`config.mk`:
```
export PLATFORM = sky130hd
export DESIGN_NAME = spec_acc_readout
export DESIGN_NICKNAME = d
export VERILOG_FILES = /design/src/rtl/spec_acc_readout_pkg.sv /design/src/rtl/spec_acc_readout_skid_fifo.sv /design/src/rtl/spec_acc_readout.sv
export SDC_FILE = /design/constraint.sdc
export NUM_CORES = 1
export LEC_CHECK = 0
export ABC_AREA = 0
export CORE_MARGIN = 5
export CORE_UTILIZATION = 30
export CTS_CLUSTER_DIAMETER = 80
export DETAILED_ROUTE_END_ITERATION = 16
export PLACE_DENSITY_LB_ADDON = 0.1
export SLEW_MARGIN = 5
export SYNTH_ARGS = -nofsm -noshare
export SYNTH_HDL_FRONTEND = slang
export SYNTH_SLANG_ARGS = --single-unit
```
`constraint.sdc`:
```
create_clock -name clk_i -period 6.3 [get_ports clk_i]
set_input_delay 0.945 -clock clk_i [delete_from_list [all_inputs] [get_ports clk_i]]
set_output_delay 0.945 -clock clk_i [all_outputs]
set_load 0.02 [all_outputs]
```
`src/rtl/spec_acc_readout_pkg.sv`:
```
// Shared constants, FSM encoding and read-pacing helper for the spectrum accumulator readout.
package spec_acc_readout_pkg;

  localparam logic [15:0] SYNC_WORD = 16'hA5A5;

  typedef enum logic [2:0] {
    ST_IDLE   = 3'd0,
    ST_HDR0   = 3'd1,
    ST_HDR1   = 3'd2,
    ST_STREAM = 3'd3,
    ST_DRAIN  = 3'd4
  } state_t;

  // Words that will occupy the skid FIFO next cycle: current occupancy, less this
  // cycle's pop, plus the RAM read whose data lands next cycle.
  function automatic logic [2:0] fifo_commit(input logic [1:0] cnt, input logic pop,
                                             input logic inflight);
    return {1'b0, cnt} - {2'b00, pop} + {2'b00, inflight};
  endfunction

endpackage

```
`src/rtl/spec_acc_readout_skid_fifo.sv`:
```
// Two-entry FIFO between the RAM read port and the output lanes; flushed only by reset.
module spec_acc_readout_skid_fifo #(
  parameter int W = 33
) (
  input  logic         clk_i,
  input  logic         rst_n_i,
  input  logic         in_valid_i,
  input  logic [W-1:0] in_data_i,
  output logic         out_valid_o,
  input  logic         out_ready_i,
  output logic [W-1:0] out_data_o,
  output logic [1:0]   count_o
);

  logic [W-1:0] mem_q [2];
  logic         wr_ptr_q;
  logic         rd_ptr_q;
  logic [1:0]   count_q;
  logic         push;
  logic         pop;

  assign out_valid_o = (count_q != 2'd0);
  assign out_data_o  = mem_q[rd_ptr_q];
  assign count_o     = count_q;
  assign pop         = out_valid_o && out_ready_i;
  assign push        = in_valid_i && (count_q != 2'd2);

  always_ff @(posedge clk_i) begin
    if (!rst_n_i) begin
      for (int i = 0; i < 2; i++) mem_q[i] <= '0;
      wr_ptr_q <= 1'b0;
      rd_ptr_q <= 1'b0;
      count_q  <= 2'd0;
    end else begin
      if (push) begin
        mem_q[wr_ptr_q] <= in_data_i;
        wr_ptr_q        <= ~wr_ptr_q;
      end
      if (pop) rd_ptr_q <= ~rd_ptr_q;
      count_q <= count_q + {1'b0, push} - {1'b0, pop};
    end
  end

endmodule

```
`src/rtl/spec_acc_readout.sv`:
```
// Streams a header plus N_BINS accumulated bins from the accumulator RAM onto the y0/y0z lanes,
// optionally zero-clearing each bin once its read data has been captured.
module spec_acc_readout
  import spec_acc_readout_pkg::*;
#(
  parameter int N_BINS         = 512,
  parameter int ADDR_W         = 9,
  parameter int ACC_W          = 32,
  parameter int CLR_AFTER_READ = 1
) (
  input  logic              clk_i,
  input  logic              rst_n_i,
  input  logic              acc_done_i,
  input  logic [15:0]       avg_cnt_i,
  output logic              rd_en_o,
  output logic [ADDR_W-1:0] rd_addr_o,
  input  logic [ACC_W-1:0]  rd_data_i,
  output logic              clr_we_o,
  output logic [ADDR_W-1:0] clr_addr_o,
  output logic [15:0]       y0_o,
  output logic [15:0]       y0z_o,
  output logic              out_valid_o,
  input  logic              out_ready_i,
  output logic              frame_start_o,
  output logic              frame_last_o,
  output logic              busy_o,
  output logic              overrun_o,
  input  logic              clr_status_i,
  output state_t            dbg_state_o
);

  // Handshake: a word transfers on any clock edge where out_valid_o && out_ready_i; while
  // out_valid_o is high and out_ready_i low, y0/y0z/frame_start/frame_last hold their values.

  state_t            state_q;
  logic [15:0]       avg_q;
  logic [15:0]       frame_cnt_q, frame_cnt_d;
  logic              overrun_q;
  logic [ADDR_W-1:0] addr_q, addr_d;
  logic [ADDR_W-1:0] cap_addr_q;
  logic              inflight_q;

  logic              fifo_valid;
  logic [ACC_W:0]    fifo_data;
  logic [1:0]        fifo_cnt;
  logic              fifo_pop;
  logic              streaming;
  logic              rd_en;
  logic              frame_done;

  assign streaming  = (state_q == ST_STREAM) || (state_q == ST_DRAIN);
  assign fifo_pop   = streaming && fifo_valid && out_ready_i;
  assign rd_en      = (state_q == ST_STREAM) && (fifo_commit(fifo_cnt, fifo_pop, inflight_q) < 3'd2);
  assign frame_done = (state_q == ST_DRAIN) && !inflight_q && (fifo_cnt == 2'd0);
  assign addr_d     = rd_en ? addr_q + 1'b1 : addr_q;
  assign frame_cnt_d = frame_cnt_q + {15'd0, frame_done};

  spec_acc_readout_skid_fifo #(.W(ACC_W + 1)) u_fifo (
    .clk_i       (clk_i),
    .rst_n_i     (rst_n_i),
    .in_valid_i  (inflight_q),
    .in_data_i   ({cap_addr_q == ADDR_W'(N_BINS - 1), rd_data_i}),
    .out_valid_o (fifo_valid),
    .out_ready_i (fifo_pop),
    .out_data_o  (fifo_data),
    .count_o     (fifo_cnt)
  );

  always_ff @(posedge clk_i) begin
    if (!rst_n_i) begin
      state_q   <= ST_IDLE;
      avg_q     <= '0;
      overrun_q <= 1'b0;
    end else begin
      if (acc_done_i && state_q != ST_IDLE) overrun_q <= 1'b1;
      else if (clr_status_i)                overrun_q <= 1'b0;
      case (state_q)
        ST_IDLE:   if (acc_done_i) begin
                     avg_q   <= avg_cnt_i;
                     state_q <= ST_HDR0;
                   end
        ST_HDR0:   if (out_ready_i) state_q <= ST_HDR1;
        ST_HDR1:   if (out_ready_i) state_q <= ST_STREAM;
        ST_STREAM: if (rd_en && addr_q == ADDR_W'(N_BINS - 1)) state_q <= ST_DRAIN;
        ST_DRAIN:  if (frame_done) state_q <= ST_IDLE;
        default:   state_q <= ST_IDLE;
      endcase
    end
  end

  always_ff @(posedge clk_i) begin
    if (!rst_n_i) begin
      frame_cnt_q <= '0;
      addr_q      <= '0;
      cap_addr_q  <= '0;
      inflight_q  <= 1'b0;
    end else begin
      frame_cnt_q <= frame_cnt_d;
      addr_q      <= addr_d;
      inflight_q  <= rd_en;
      if (rd_en) cap_addr_q <= addr_q;
    end
  end

  // The clear write lands on the same cycle the read data enters the FIFO, so each bin is
  // zeroed exactly once and only after its value is safe.
  assign clr_we_o    = (CLR_AFTER_READ != 0) && inflight_q;
  assign clr_addr_o  = clr_we_o ? cap_addr_q : '0;
  assign rd_en_o     = rd_en;
  assign rd_addr_o   = addr_q;
  assign busy_o      = (state_q != ST_IDLE);
  assign overrun_o   = overrun_q;
  assign dbg_state_o = state_q;

  always_comb begin
    out_valid_o   = 1'b0;
    y0_o          = '0;
    y0z_o         = '0;
    frame_start_o = 1'b0;
    frame_last_o  = 1'b0;
    case (state_q)
      ST_HDR0: begin
        out_valid_o   = 1'b1;
        y0_o          = SYNC_WORD;
        y0z_o         = frame_cnt_q;
        frame_start_o = 1'b1;
      end
      ST_HDR1: begin
        out_valid_o = 1'b1;
        y0_o        = 16'(N_BINS);
        y0z_o       = avg_q;
      end
      ST_STREAM, ST_DRAIN: begin
        out_valid_o = fifo_valid;
        if (fifo_valid) begin
          y0_o         = fifo_data[ACC_W-1:16];
          y0z_o        = fifo_data[15:0];
          frame_last_o = fifo_data[ACC_W];
        end
      end
      default: ;
    endcase
  end

endmodule
```
Word level (Yosys, flattened, before mapping)
Memory sizes are Yosys's and may differ from the RTL's. A register that Yosys moved wholly into a read port is not among the register bits. Index checks and enable logic that the tools add are counted.

Add/sub/neg operators: 6. Order comparisons: 1. Equality and inequality tests: 12. Muxes and demuxes: 26. Bitwise operators: 2. Reductions and logical operators: 21.

Operators with widths (count): $pmux 16 s3 (2); $mux 33 (1); $reduce_or 33->1 (1); $mux 16 (2); $eq 9x9->1 const B (2); $add 16x1->16 (1); $mux 3 (5); $pmux 3 s5 (1); $mux 1 (13); $ne 2x2->1 const B (5); $add 9x1->9 const B (1); $logic_and 1x1->1 (9); $mux 9 (1); $eq 3x2->1 const B (2); $reduce_and 5->1 (1); $reduce_bool 2->1 (2); $reduce_or 2->1 (2); $add 3x1->3 (1); $eq 3x1->1 const B (1); $eq 3x3->1 const B (1); $logic_not 3->1 (1); $lt 3x2->1 const B (1); $reduce_bool 3->1 (1); $sub 2x1->3 (1); 9 further kinds (10).

Register bits after elaboration: 59. RAM bits: 66. Bits of input ports: 53. Memories: 1.

Memory list: u_fifo.mem_q (words 2, width 33, read ports 1, clocked after memory_dff 1, wr ports 2, RTL line spec_acc_readout_skid_fifo.sv:15) `logic [W-1:0] mem_q [2];`.

Longest topological paths before layout
Depth in word-level cells: 11. Mapped depth: 14.

Hierarchy
A second synthesis with hierarchy kept.

Cell total of the unflattened synthesis: 600. Area total of the unflattened synthesis: 6279.8 µm².

By module, submodules not included: spec_acc_readout_skid_fifo (times used 1, cells each 238, area an instance 3151.8 µm², seq. area each 2082.0 µm²); spec_acc_readout (times used 1, cells each 362, area an instance 3128.0 µm², seq. area each 1101.1 µm²).

Least setup slack after synthesis
OpenSTA, ideal clock, no wires.

Path type: register to output. Start point: reg state_q[2] (netlist: dbg_state_o[2]). End point: out rd_en_o. Arrival: 2.926 ns. Required time: 5.355 ns. Path slack: 2.429 ns. Cell stages (with the launch flop): 13. Buffers on the path: 3. Cell sequence: dfxtp_1 buf_6 and3b_2 o22ai_2 clkbuf_1 nor2_1 ha_1 nand2b_1 fa_1 xnor2_2 nand3_4 inv_2 buf_4.

Longest elaborated chain between the ends: 8.

Ends and longest elaborated chain: start: declaration (RTL line spec_acc_readout.sv:35) `state_t state_q;`; start signal: assignment (RTL line spec_acc_readout.sv:71) `state_q <= ST_IDLE;`; start signal: assignment (RTL line spec_acc_readout.sv:80) `state_q <= ST_HDR0;`; start signal: assignment (RTL line spec_acc_readout.sv:82) `ST_HDR0: if (out_ready_i) state_q <= ST_HDR1;`; $eq 3x2->1 / $eq 3x3->1 (equally long branches) (RTL line spec_acc_readout.sv:51, spec_acc_readout.sv:53); $logic_or 1x1->1 (RTL line spec_acc_readout.sv:51) `assign streaming = (state_q == ST_STREAM) || (state_q == ST_DRAIN);`; $logic_and 1x1->1 (2 in a row) (RTL line spec_acc_readout.sv:52) `assign fifo_pop = streaming && fifo_valid && out_ready_i;`; $sub 2x1->3 (RTL line spec_acc_readout_pkg.sv:18) `return {1'b0, cnt} - {2'b00, pop} + {2'b00, inflight};`; $add 3x1->3 (RTL line spec_acc_readout_pkg.sv:18); $lt 3x2->1 (RTL line spec_acc_readout.sv:53) `assign rd_en = (state_q == ST_STREAM) && (fifo_commit(fifo_cnt, fifo_pop, inflight_q) < 3'd2);`; $logic_and 1x1->1 * (RTL line spec_acc_readout.sv:53); end: declaration (RTL line spec_acc_readout.sv:15) `output logic rd_en_o,`.

Every way passes the cells marked *; elsewhere a longest branch is shown, timed or not.

Worst setup path in the final report
Same ends and word-level chain as after synthesis.

==> flow_results.xml <==
<?xml version="1.0" encoding="UTF-8"?>
<metrics>
  <group name="global_route">
    <metric name="layer_with_the_highest_usage_after_global_routing" unit="">met2</metric>
    <metric name="antenna_found_initial" unit="">0</metric>
    <metric name="overall_global_routing_usage" unit="">0.138</metric>
    <metric name="gr-usage-met2" unit="">0.216</metric>
    <metric name="grt_overflow" unit="">0</metric>
    <metric name="groute.layer.met1.usage" unit="">0.179</metric>
    <metric name="via_count_of_the_first_global_routing_pass" unit="">4324</metric>
    <metric name="grt_max_degree" unit="">54</metric>
    <metric name="grt_first_pass_wirelength" unit="mm">23.5</metric>
    <metric name="met3_capacity_usage_during_global_routing" unit="">0.0436</metric>
  </group>
  <group name="synth">
    <metric name="netlist_area" unit="mm^2">0.00572</metric>
    <metric name="synth_warnings" unit="">0</metric>
    <metric name="synth_top_area_share" unit="">0.346</metric>
    <metric name="synth_area_leader_cell" unit="">edfxtp_1</metric>
    <metric name="flop_and_latch_count_out_of_synthesis" unit="">126</metric>
    <metric name="avgSynthCellArea" unit="um^2">10.6</metric>
    <metric name="ys_async_sr_fraction" unit="">0</metric>
    <metric name="synth_seq_area_share" unit="">0.556</metric>
    <metric name="synth.distinct_cells" unit="">47</metric>
    <metric name="synth-edff-count" unit="">66</metric>
    <metric name="synthTopCellsByArea" unit="">edfxtp_1 (35%), dfxtp_1 (21%), and2_1 (8.4%)</metric>
    <metric name="yosys_most_used_dff" unit="">edfxtp_1</metric>
    <metric name="synthesis.nets" unit="">600</metric>
    <metric name="cells_after_synth" unit="">539</metric>
  </group>
  <group name="sta">
    <metric name="max-slew-margin-rel" unit="">0.150</metric>
    <metric name="rsz0062_at_grt" unit="">no</metric>
    <metric name="final-setup-viol-count" unit="">0</metric>
    <metric name="tightestPinTransition" unit="ns">1.27</metric>
    <metric name="final.setup.tns" unit="ns">0</metric>
    <metric name="clock_skew" unit="ns">0.00649</metric>
    <metric name="post-route-min-period" unit="ns">4.91</metric>
    <metric name="hold_ws" unit="ns">0.455</metric>
    <metric name="fin_ws" unit="ns">1.39</metric>
    <metric name="timing.final.crit_share" unit="">0.779</metric>
    <metric name="achievable-frequency" unit="MHz">204</metric>
    <metric name="slew_viols_final" unit="">0</metric>
    <metric name="timing.final.hold_violations" unit="">0</metric>
  </group>
  <group name="clock_network">
    <metric name="hold_buffers" unit="">0</metric>
    <metric name="tritoncts_clock_tree" unit="">done</metric>
    <metric name="cts_inserted_buffers" unit="">17</metric>
    <metric name="clock_tree.htree_level_count" unit="">4</metric>
    <metric name="cts_resized" unit="">0</metric>
    <metric name="cts.repair_timing.setup_buffer_count" unit="">0</metric>
    <metric name="clock-root-buffer" unit="">clkbuf_16</metric>
    <metric name="clock_transition_at_path_regs" unit="ns">0.05</metric>
    <metric name="clock_latency" unit="ns">0.41</metric>
    <metric name="clock_sinks" unit="">126</metric>
    <metric name="cts_buffer_depth" unit="">2</metric>
  </group>
  <group name="finish">
    <metric name="finalCoreUtilization" unit="">0.402</metric>
    <metric name="design_area" unit="mm^2">0.00755</metric>
    <metric name="layout-drive-gt1-share" unit="">0.0582</metric>
    <metric name="antenna-diode-count" unit="">0</metric>
    <metric name="areaGrowthSynthToFinish" unit="%">31.9</metric>
    <metric name="instances_no_fill" unit="">887</metric>
    <metric name="design.final.nets" unit="">703</metric>
  </group>
  <group name="placement">
    <metric name="dp.cells" unit="">857</metric>
    <metric name="placement.setup.worst_slack" unit="ns">1.50</metric>
    <metric name="gp_congestion" unit="">0.760</metric>
    <metric name="io_buffers" unit="">112</metric>
    <metric name="detailed_place_hpwl" unit="mm">9.91</metric>
    <metric name="post_dp_cell_area" unit="mm^2">0.00704</metric>
  </group>
  <group name="floorplanning">
    <metric name="die-area" unit="mm^2">0.0219</metric>
    <metric name="die_width" unit="um">148</metric>
    <metric name="floorplan.rows" unit="">50</metric>
    <metric name="ioPinCount" unit="">113</metric>
    <metric name="coreArea" unit="mm^2">0.0188</metric>
    <metric name="start_util" unit="">0.305</metric>
    <metric name="floorplan.die.height" unit="um">148</metric>
  </group>
  <group name="route">
    <metric name="routed_wl" unit="mm">14.8</metric>
    <metric name="dr.pass1.iters" unit="">4</metric>
    <metric name="drt-wirelength-per-cell" unit="um">16.7</metric>
    <metric name="post_drt_via_cell_ratio" unit="">4.74</metric>
    <metric name="ant_nets" unit="">0</metric>
    <metric name="via_count" unit="">4206</metric>
    <metric name="dr.first_iter.drc_count" unit="">172</metric>
    <metric name="route.detailed.drc" unit="">0</metric>
  </group>
  <group name="critical_path">
    <metric name="critPathCaptureType" unit="">output pin</metric>
    <metric name="highest_cell_delay_on_the_worst_timing_path" unit="ns">0.67</metric>
    <metric name="crit_required" unit="ns">5.35</metric>
    <metric name="worst_path_dominant_cell_family" unit="">buffers and inverters</metric>
    <metric name="critPathBufInv" unit="">3</metric>
    <metric name="start_kind" unit="">flop</metric>
    <metric name="arrival" unit="ns">3.96</metric>
    <metric name="crit_path_max_fo" unit="">36</metric>
    <metric name="timing.critical_path.cells" unit="">and3b_2, o22ai_2, buf_4, nor2_1, ha_1, nand2b_1, fa_1, xnor2_2, nand3_4, inv_2, clkdlybuf4s50_1</metric>
    <metric name="critical_path_class" unit="">reg2out</metric>
    <metric name="crit_slowest_cell" unit="">clkdlybuf4s50_1</metric>
  </group>
  <group name="run_status">
    <metric name="run_status" unit="">finished clean</metric>
  </group>
  <group name="power">
    <metric name="overall_power_of_the_completed_layout" unit="mW">1.92</metric>
    <metric name="cellLeakagePower" unit="nW">2.61</metric>
    <metric name="powerDensity" unit="mW/mm^2">254</metric>
    <metric name="vdd_ir_drop_max" unit="uV">178</metric>
  </group>
  <group name="run">
    <metric name="max_cap_viol_count" unit="">0</metric>
  </group>
  <group name="hold_path">
    <metric name="worstHoldPathType" unit="">reg2reg</metric>
  </group>
</metrics>
## layout by cell type (no fill, tap or decap), types with 4 or more instances in the layout
master           Yosys  layout
ha_1                 7       7
nor3_1               7       7
mux2i_1             44      44
nand3_1              9       9
clkinv_2             0       4
nand2b_1             5       5
and2_1              77      77
a22oi_1             16      16
nand2_1             53      52
clkdlybuf4s50_1      0     112
xor2_1               7       7
nand4_1              8       8
a21oi_1             25      25
nor2_1              41      41
inv_1                8       8
edfxtp_1            66      66
o21ai_0             29      28
dfxtp_1             60      59
xnor2_1             11      11
clkbuf_16            0      17
clkbuf_1            19       4
## Yosys cell counts (5+ instances only)
library cell	n
nand2_1	53
a21oi_1	25
nor2_1	41
xor2_1	7
a22oi_1	16
mux2i_1	44
and2_1	77
xnor2_1	11
edfxtp_1	66
nand3_1	9
dfxtp_1	60
inv_1	8
nand4_1	8
ha_1	7
o21ai_0	29
nand2b_1	5
nor3_1	7
clkbuf_1	19
## registers in the layout (all words and copies together) (netlist names), named ones only
| signal | flops |
|---|---|
| avg_q | 16 |
| cap_addr_q | 9 |
| clr_we_o | 1 |
| dbg_state_o | 3 |
| frame_cnt_q | 16 |
| overrun_o | 1 |
| rd_addr_o | 9 |
| u_fifo.count_o | 2 |
| u_fifo.mem_q | 66 |
| u_fifo.rd_ptr_q | 1 |
| u_fifo.wr_ptr_q | 1 |
## layer usage
layer / vias to the layer above / routed length [um]
li1: 2084 / -
met2: 111 / 6760
met3: 22 / 940
met5: - / 0
met4: 0 / 321
met1: 1989 / 6820
## worst register-to-register path, stage by stage (launching register included)
cell,delay (ns)
dfxtp_1,0.47
and3b_2,0.30
o22ai_2,0.12
buf_4,0.35
nor2_1,0.09
ha_1,0.27
nand2b_1,0.15
fa_1,0.42
xnor2_2,0.26
nand3_4,0.17
or4_1,0.52
a21oi_1,0.15
## power by group
group          switching [mW]  internal (mW)  total, mW
Sequential             0.0129          0.888      0.901
Combinational          0.0806         0.0671      0.148
Clock                   0.339          0.531      0.869
Total                   0.432           1.49       1.92
## kinds of logic after synthesis
group           Yosys count  synth area share
flops                   126             0.556
compound gates           79            0.0817
buf+inv                  41            0.0310
mux                      45            0.0789
simple gates            221             0.203
fa+ha+maj                 8            0.0188
xor+xnor                 19            0.0304
## path summary, 6_finish.rpt
check / from / end / slack, ns / cells after the start
hold reg to reg: avg_q[5] / avg_q[5] / 0.45 / 2
setup / recovery: dbg_state_o[2] / rd_en_o / 1.39 / 11
setup reg to reg: dbg_state_o[2] / rd_addr_o[6] / 2.95 / 11
hold / removal: avg_q[5] / avg_q[5] / 0.45 / 2
## layout make-up
cell class              count  area [um^2]
clock buffers              21          440
clock inverters             9         72.6
fillers                  1861        11200
inverters                  11         41.3
multi-input cells         372         2380
flip-flops and latches    126         3180
well taps                 234          293
repair buffers            114         1140
Power figures use the tool's default switching activity.
